===== config.mk =====
export PLATFORM = sky130hd
export DESIGN_NAME = model_tensor_float_feeder
export DESIGN_NICKNAME = d
export VERILOG_FILES = /design/src/rtl/model_tensor_float_feeder.sv
export SDC_FILE = /design/constraint.sdc
export NUM_CORES = 2
export LEC_CHECK = 0
export ABC_AREA = 1
export ABC_CLOCK_PERIOD_IN_PS = 47500
export BUFFER_PORTS_ARGS = -buffer_cell sky130_fd_sc_hd__buf_2
export CORE_ASPECT_RATIO = 0.6
export CORE_MARGIN = 2
export CORE_UTILIZATION = 50
export CTS_BUF_LIST = sky130_fd_sc_hd__clkbuf_8
export DETAILED_ROUTE_END_ITERATION = 12
export PLACE_DENSITY = 0.76
export SYNTH_ARGS = -nofsm -noshare
export SYNTH_HDL_FRONTEND = slang
export SYNTH_SLANG_ARGS = --single-unit
export TNS_END_PERCENT = 1

===== constraint.sdc =====
create_clock -name CLK -period 47.5 [get_ports CLK]
set_clock_uncertainty 0.15 [all_clocks]
set_input_delay 4.75 -clock CLK [delete_from_list [all_inputs] [get_ports CLK]]
set_output_delay 4.75 -clock CLK [all_outputs]
set_load 0.01 [all_outputs]

===== src/rtl/model_tensor_float_feeder.sv =====
// Pairs the A and B element streams into one row-major I x J x K tensor walk (k fastest) for the tensor float adder.
// Optional synchronous ABORT input is enabled by defining MODEL_TENSOR_FLOAT_FEEDER_ABORT_EN.
module model_tensor_float_feeder #(
  parameter int DATA_SIZE    = 64,
  parameter int CONTROL_SIZE = 64
) (
  input  logic                 CLK,
  input  logic                 RST,
  input  logic                 START,
  output logic                 READY,
  input  logic [DATA_SIZE-1:0] SIZE_I_IN,
  input  logic [DATA_SIZE-1:0] SIZE_J_IN,
  input  logic [DATA_SIZE-1:0] SIZE_K_IN,
  input  logic [DATA_SIZE-1:0] DATA_A_IN,
  input  logic                 DATA_A_VALID,
  input  logic [DATA_SIZE-1:0] DATA_B_IN,
  input  logic                 DATA_B_VALID,
  output logic                 DATA_IN_READY,
  output logic [DATA_SIZE-1:0] DATA_A_OUT,
  output logic [DATA_SIZE-1:0] DATA_B_OUT,
  output logic                 DATA_OUT_VALID,
  input  logic                 DATA_OUT_ACCEPT,
  output logic                 DATA_OUT_I_ENABLE,
  output logic                 DATA_OUT_J_ENABLE,
  output logic                 DATA_OUT_K_ENABLE,
`ifdef MODEL_TENSOR_FLOAT_FEEDER_ABORT_EN
  input  logic                 ABORT,
`endif
  output logic [1:0]           state_debug
);

  typedef enum logic [1:0] {
    STARTER_STATE = 2'd0,
    STREAM_STATE  = 2'd1,
    ENDER_STATE   = 2'd2
  } state_t;

  localparam logic [CONTROL_SIZE-1:0] CTRL_ONE = CONTROL_SIZE'(1);

  state_t                  state;
  state_t                  next_state;
  logic [DATA_SIZE-1:0]    size_i;
  logic [DATA_SIZE-1:0]    size_j;
  logic [DATA_SIZE-1:0]    size_k;
  logic [CONTROL_SIZE-1:0] cnt_i;
  logic [CONTROL_SIZE-1:0] cnt_j;
  logic [CONTROL_SIZE-1:0] cnt_k;
  logic                    last_popped;
  logic                    abort;
  logic                    pop;
  logic                    last_i;
  logic                    last_j;
  logic                    last_k;
  logic                    empty_walk;

`ifdef MODEL_TENSOR_FLOAT_FEEDER_ABORT_EN
  assign abort = ABORT;
`else
  assign abort = 1'b0;
`endif

  assign state_debug = state;

  // Sizes are only ever compared on their low CONTROL_SIZE bits (CONTROL_SIZE <= DATA_SIZE).
  assign last_i = (cnt_i == size_i[CONTROL_SIZE-1:0] - CTRL_ONE);
  assign last_j = (cnt_j == size_j[CONTROL_SIZE-1:0] - CTRL_ONE);
  assign last_k = (cnt_k == size_k[CONTROL_SIZE-1:0] - CTRL_ONE);
  assign empty_walk = (SIZE_I_IN[CONTROL_SIZE-1:0] == '0) ||
                      (SIZE_J_IN[CONTROL_SIZE-1:0] == '0) ||
                      (SIZE_K_IN[CONTROL_SIZE-1:0] == '0);

  // Handshakes: an input pair transfers on a rising edge where DATA_IN_READY, DATA_A_VALID and
  // DATA_B_VALID are all high; an output element transfers where DATA_OUT_VALID and DATA_OUT_ACCEPT
  // are both high. DATA_IN_READY never looks at the input valids, and the output holds while stalled.
  assign pop = DATA_IN_READY && DATA_A_VALID && DATA_B_VALID;

  always_ff @(posedge CLK or posedge RST) begin
    if (RST) begin
      state <= STARTER_STATE;
    end else begin
      state <= next_state;
    end
  end

  always_comb begin
    next_state    = state;
    DATA_IN_READY = 1'b0;
    case (state)
      STARTER_STATE: begin
        if (START) begin
          next_state = empty_walk ? ENDER_STATE : STREAM_STATE;
        end
      end
      STREAM_STATE: begin
        DATA_IN_READY = (!DATA_OUT_VALID || DATA_OUT_ACCEPT) && !last_popped && !abort;
        if (last_popped && DATA_OUT_VALID && DATA_OUT_ACCEPT) begin
          next_state = ENDER_STATE;
        end
      end
      ENDER_STATE: begin
        next_state = STARTER_STATE;
      end
      default: begin
        next_state = STARTER_STATE;
      end
    endcase
    if (abort) begin
      next_state = STARTER_STATE;
    end
  end

  always_ff @(posedge CLK or posedge RST) begin
    if (RST) begin
      READY             <= 1'b0;
      size_i            <= '0;
      size_j            <= '0;
      size_k            <= '0;
      cnt_i             <= '0;
      cnt_j             <= '0;
      cnt_k             <= '0;
      last_popped       <= 1'b0;
      DATA_A_OUT        <= '0;
      DATA_B_OUT        <= '0;
      DATA_OUT_VALID    <= 1'b0;
      DATA_OUT_I_ENABLE <= 1'b0;
      DATA_OUT_J_ENABLE <= 1'b0;
      DATA_OUT_K_ENABLE <= 1'b0;
    end else begin
      READY <= (state == ENDER_STATE) && !abort;
      if (abort) begin
        cnt_i             <= '0;
        cnt_j             <= '0;
        cnt_k             <= '0;
        last_popped       <= 1'b0;
        DATA_OUT_VALID    <= 1'b0;
        DATA_OUT_I_ENABLE <= 1'b0;
        DATA_OUT_J_ENABLE <= 1'b0;
        DATA_OUT_K_ENABLE <= 1'b0;
      end else if (state == STARTER_STATE) begin
        if (START) begin
          size_i      <= SIZE_I_IN;
          size_j      <= SIZE_J_IN;
          size_k      <= SIZE_K_IN;
          cnt_i       <= '0;
          cnt_j       <= '0;
          cnt_k       <= '0;
          last_popped <= 1'b0;
        end
      end else if (state == STREAM_STATE) begin
        if (pop) begin
          DATA_A_OUT        <= DATA_A_IN;
          DATA_B_OUT        <= DATA_B_IN;
          DATA_OUT_VALID    <= 1'b1;
          DATA_OUT_I_ENABLE <= (cnt_j == '0) && (cnt_k == '0);
          DATA_OUT_J_ENABLE <= (cnt_k == '0);
          DATA_OUT_K_ENABLE <= 1'b1;
          // The final pop wraps every counter back to zero so none ever exceeds size-1.
          if (last_k) begin
            cnt_k <= '0;
            if (last_j) begin
              cnt_j <= '0;
              if (last_i) begin
                cnt_i       <= '0;
                last_popped <= 1'b1;
              end else begin
                cnt_i <= cnt_i + CTRL_ONE;
              end
            end else begin
              cnt_j <= cnt_j + CTRL_ONE;
            end
          end else begin
            cnt_k <= cnt_k + CTRL_ONE;
          end
        end else if (DATA_OUT_ACCEPT) begin
          DATA_OUT_VALID    <= 1'b0;
          DATA_OUT_I_ENABLE <= 1'b0;
          DATA_OUT_J_ENABLE <= 1'b0;
          DATA_OUT_K_ENABLE <= 1'b0;
        end
      end
    end
  end

endmodule


### After elaboration in Yosys (flattened, before gate mapping)

Cells that the tools add are included.

* $add $sub $neg: 6
* equal/unequal tests: 7
* muxes and demuxes: 32
* bitwise logic cells: 1
* reductions and logical operators: 31

Operator list (count)
* $mux W64: 16
* $logic_not A64 Y1: 5
* $add A64 B1 Y64 const B: 3
* $eq A64 B64 Y1: 3
* $sub A64 B1 Y64 const B: 3
* $mux W1: 12
* $reduce_bool A2 Y1: 6
* $reduce_and A3 Y1: 3
* $logic_and A1 B1 Y1: 6
* $mux W2: 3
* $reduce_and A6 Y1: 1
* $reduce_and A5 Y1: 1
* $ne A2 B2 Y1 const B: 2
* $pmux W2 S2: 1
* $reduce_and A2 Y1: 2
* $reduce_and A4 Y1: 1
* $logic_or A1 B1 Y1: 3
* $eq A2 B1 Y1 const B: 1
* $eq A2 B2 Y1 const B: 1
* $logic_not A1 Y1: 2
* $logic_not A2 Y1: 1
* $not A1 Y1: 1

* register bits: 519
* bits of input ports: 326
* output and inout bits: 136

### Logic depth before layout (Yosys ltp)

* depth after elaboration: 9
* gate-level depth with buffers: 24

### Least setup slack after synthesis

Ideal clock, no wire load.

* kind: input to output
* start: input DATA_OUT_ACCEPT
* end: output DATA_IN_READY
* data arrival time: 5029 ps
* path slack: 37571 ps
* stages: 4
* buffers on the path: 0
* cell sequence: inv_1 a21oi_1 nand2_1 inv_1

* word-level cells in the longest chain between the ends: 3

RTL lines
* from (decl): RTL line 22 `input logic DATA_OUT_ACCEPT,`
* $logic_or A1 B1 Y1: RTL line 95 `DATA_IN_READY = (!DATA_OUT_VALID || DATA_OUT_ACCEPT) && !last_popped && !abort;`
* $logic_and A1 B1 Y1: RTL line 95
* $mux W1: RTL line 88 `case (state)`
* to (decl): RTL line 18 `output logic DATA_IN_READY,`

Every way passes these cells.

### Worst setup path after layout

Same ends and word-level chain as after synthesis.

==> out/results.md <==
• result of the run: finished clean
• R2R Path End: cnt_i[0]$_DFFE_PP0P_
• Final setup viols: 0
• buffer levels on the longest clock path: 3
• DRC marker count from the first detailed-route iteration: 5504
• TritonRoute pass-1 iters: 8
• post-CTS setup repair buffer count: 0
• P per Cell Area: 54.86 mW/mm²
• Worst Setup EP: DATA_IN_READY
• Final min period: 10.20 ns
• weighted congestion reported at the end of routability-driven placement: 1.036
• highest ir drop seen on vdd: 0.03617 mV
• setup repair after global routing missed its margin: no
• first-pass GRT wire length: 218500 µm
• wire length per cell after detailed routing: 21.67 µm
• count of buffer and inverter cells on the critical path: 4
• kind of capture point of the worst setup path: output pin
• number of instances resized during post-cts repair: 0
• max_slew headroom: 24.21%
• vias in the first global route: 34690
• Via density: 5.658
• number of enable flip-flop cells after synthesis: 0
• number of vias after detailed routing: 38200
• period utilization: 21.48%
• initial antenna violation count: 24
• synthesis-to-finish area growth: 13.41%
• critical path data arrival time: 5.30 ns
• count of nets left with antenna violations after detail routing: 0
• Critical Path Slowest Stage Cell: buf_2
• number of violations of the max-capacitance limit: 0
• Net Count, Synth: 5696
• half-perimeter wire length of the detailed placement result: 117300 µm
• transition at the pin with the smallest max-transition slack: 1.137 ns
• cell area after synthesis: 0.03533 mm²
• largest net degree at the start of global routing: 147
• Critical Path RT: 42.60 ns
• yosys synthesis warning count: 0
• final setup TNS: 0 ns
• CTS Root Cell: clkbuf_8
• clock-pin transition on the worst setup and hold timing paths: 0.07 ns
• depth of the worst register-to-register path: 18
• grt total ovfl: 0
• number of cell rows: 75
• Critical Setup Path Class: in2out
• instance count of the mapped netlist: 5362
• Die Width: 347.2 µm
• initial core utilization: 50.53%
• worst-path cell chain: buf_2 -> inv_1 -> a21oi_1 -> nand2_1 -> inv_1 -> buf_2
• category of the worst setup path launch point: primary input
• Mean Syn Cell Area: 6.588 µm²
• clock buffer count from CTS: 82
• share of final-layout standard cells stronger than drive strength 1: 12.68%
• leakage component of the power: 18.80 nW
• count of H-tree levels built during CTS: 3
• post-cts hold buffer count: 0
• number of buffers inserted by port buffering: 461
• nets: 6097
• layout filler cell count: 6961
• asr flop ratio synth: 100.0%
• most frequent standard cell in the layout excluding fill and tap cells: nand2_1
• number of stages on the worst setup path: 6
• final hold violation count: 0
• Floorplan Core Area: 0.06991 mm²
• CTS tree: done
• post-synth cell types: 42
• Post-Route Hold Slack: 0.3180 ns
• top flip-flop cell by instance count after synthesis: dfrtp_1
• delay-heaviest family, CP: buffers and inverters
• top-level port count: 462
• total routing usage reported by global routing: 39.81%
• Worst Setup SP: DATA_OUT_ACCEPT
• Die Outline Area: 0.07286 mm²
• total routed wirelength: 146300 µm
• HP Class: reg2reg
• slowest cell delay on critical path: 0.12 ns
• insertion delay to the later sink of the worst-skew pair: 0.82 ns
• overall die height: 209.9 µm
• commonest non-fill, non-tap cells in the layout: 2038 x nand2_1, 812 x nor2_1, 519 x dfrtp_1
• reg-to-reg critical path startpoint: size_k[27]$_DFFE_PP0P_
• Yosys reg bits: 519
• highest net fanout along the worst path: 3
• number of clock sinks: 519
• Max Transition Viols Final: 0
• r2r setup slk: 41.95 ns
• sequential-to-total area share from yosys stat: 36.76%
• f_max: 98.00 MHz
• residual DRC count: 0
## worst min-delay path, stage by stage (launching register included)
cell     delay (ns)
dfrtp_1        0.34
nand2_1        0.05
nand2_1        0.05
## worst min path at each step
stage,slack [ns],from,depth (start not counted),endpoint
after floorplan,0.31,size_j[63]$_DFFE_PP0P_,2,size_j[63]$_DFFE_PP0P_
after global placement,0.30,DATA_B_OUT[8]$_DFFE_PP0P_,2,DATA_B_OUT[8]$_DFFE_PP0P_
after detailed placement,0.30,DATA_B_OUT[9]$_DFFE_PP0P_,2,DATA_B_OUT[9]$_DFFE_PP0P_
after CTS,0.32,DATA_A_OUT[4]$_DFFE_PP0P_,2,DATA_A_OUT[4]$_DFFE_PP0P_
after global routing,0.34,DATA_A_OUT[38]$_DFFE_PP0P_,2,DATA_A_OUT[38]$_DFFE_PP0P_
final,0.32,DATA_A_OUT[49]$_DFFE_PP0P_,2,DATA_A_OUT[49]$_DFFE_PP0P_
## synth_stat cells, drive strengths merged, types with 7 or more instances
| cell type | n | area (µm²) |
|---|---|---|
| clkbuf | 132 | 495.5 |
| buf | 39 | 304.0 |
| nand4 | 146 | 913.4 |
| xnor2 | 68 | 595.6 |
| nand3 | 333 | 1667 |
| nor3b | 7 | 52.55 |
| dfrtp | 519 | 12990 |
| xnor3 | 8 | 180.2 |
| inv | 406 | 1524 |
| xor2 | 224 | 1962 |
| ha | 8 | 100.1 |
| or2 | 8 | 50.05 |
| nor2 | 842 | 3294 |
| nor3 | 85 | 430.4 |
| a21oi | 15 | 78.83 |
| nor4 | 103 | 650.6 |
| and2 | 11 | 68.82 |
| o21ai | 260 | 1526 |
| nand2 | 2044 | 7685 |
| nand3b | 72 | 540.5 |
| or4 | 12 | 90.09 |
## per-layer routing
metal	up-vias	wire length [µm]	GRT usage (%)
li1	17890	-	-
met1	17810	67720	62.05
met2	2228	54820	51.39
met3	242	20570	14.27
met4	26	3032	8.546
met5	-	177	0
## where the power goes
| group | switching [mW] | leakage, nW | total [mW] | internal [mW] |
|---|---|---|---|---|
| registers | 0.218 | 6.73 | 0.812 | 0.594 |
| logic | 0.631 | 11.1 | 0.952 | 0.321 |
| clock network | 0.212 | 0.979 | 0.434 | 0.222 |
| total | 1.06 | 18.8 | 2.20 | 1.14 |
## sequential cells by signal, summed over array words and instances (netlist names)
register           flops
size_i                64
DATA_B_OUT            64
DATA_A_OUT            64
state_debug            2
DATA_OUT_K_ENABLE      1
DATA_OUT_J_ENABLE      1
size_k                64
DATA_OUT_I_ENABLE      1
cnt_j                 64
last_popped            1
READY                  1
cnt_i                 64
cnt_k                 64
size_j                64
## logic make-up (layout without fill, tap and decap cells)
logic type,Yosys count,after routing,share of synthesized area (%)
AND/OR/NAND/NOR,3668,3668,43.80
adder cells (fa/ha/maj),8,8,0.2834
other,0,5,0
flip-flops,519,519,36.76
AO/OA/AOI/OAI,287,287,4.792
XOR/XNOR,300,300,7.750
buffers and inverters,580,1040,6.609
## layout make-up
class | count | area (µm²) | area share [%]
multi-input combinational | 4263 | 20040 | 50.03
clock inverter | 40 | 372.9 | 0.9306
tap | 924 | 1156 | 2.886
inverter | 409 | 1551 | 3.872
antenna | 5 | 12.51 | 0.03123
sequential | 519 | 12990 | 32.42
timing repair buffer | 488 | 2522 | 6.296
clock buffer | 103 | 1418 | 3.538
## per-stage QoR
| step | total power, mW | cell area [µm²] | worst slack [ns] | cells | util, % |
|---|---|---|---|---|---|
| 6_report | 2.198 | 40060 | 37.30 | 6751 | 57.31 |
| 5_1_grt | 2.350 | 40060 | 37.19 | 6748 | 57.30 |
| 4_1_cts | 2.171 | 40050 | 37.29 | 6746 | 57.29 |
| 3_5_place_dp | 1.733 | 38260 | 37.29 | 6603 | 54.73 |
| 3_3_place_gp | 1.720 | 38260 | 37.24 | 6603 | 54.73 |
| 2_1_floorplan | 1.392 | 35330 | 28.10 | 5362 | - |
(Power assumes the default switching activity.)
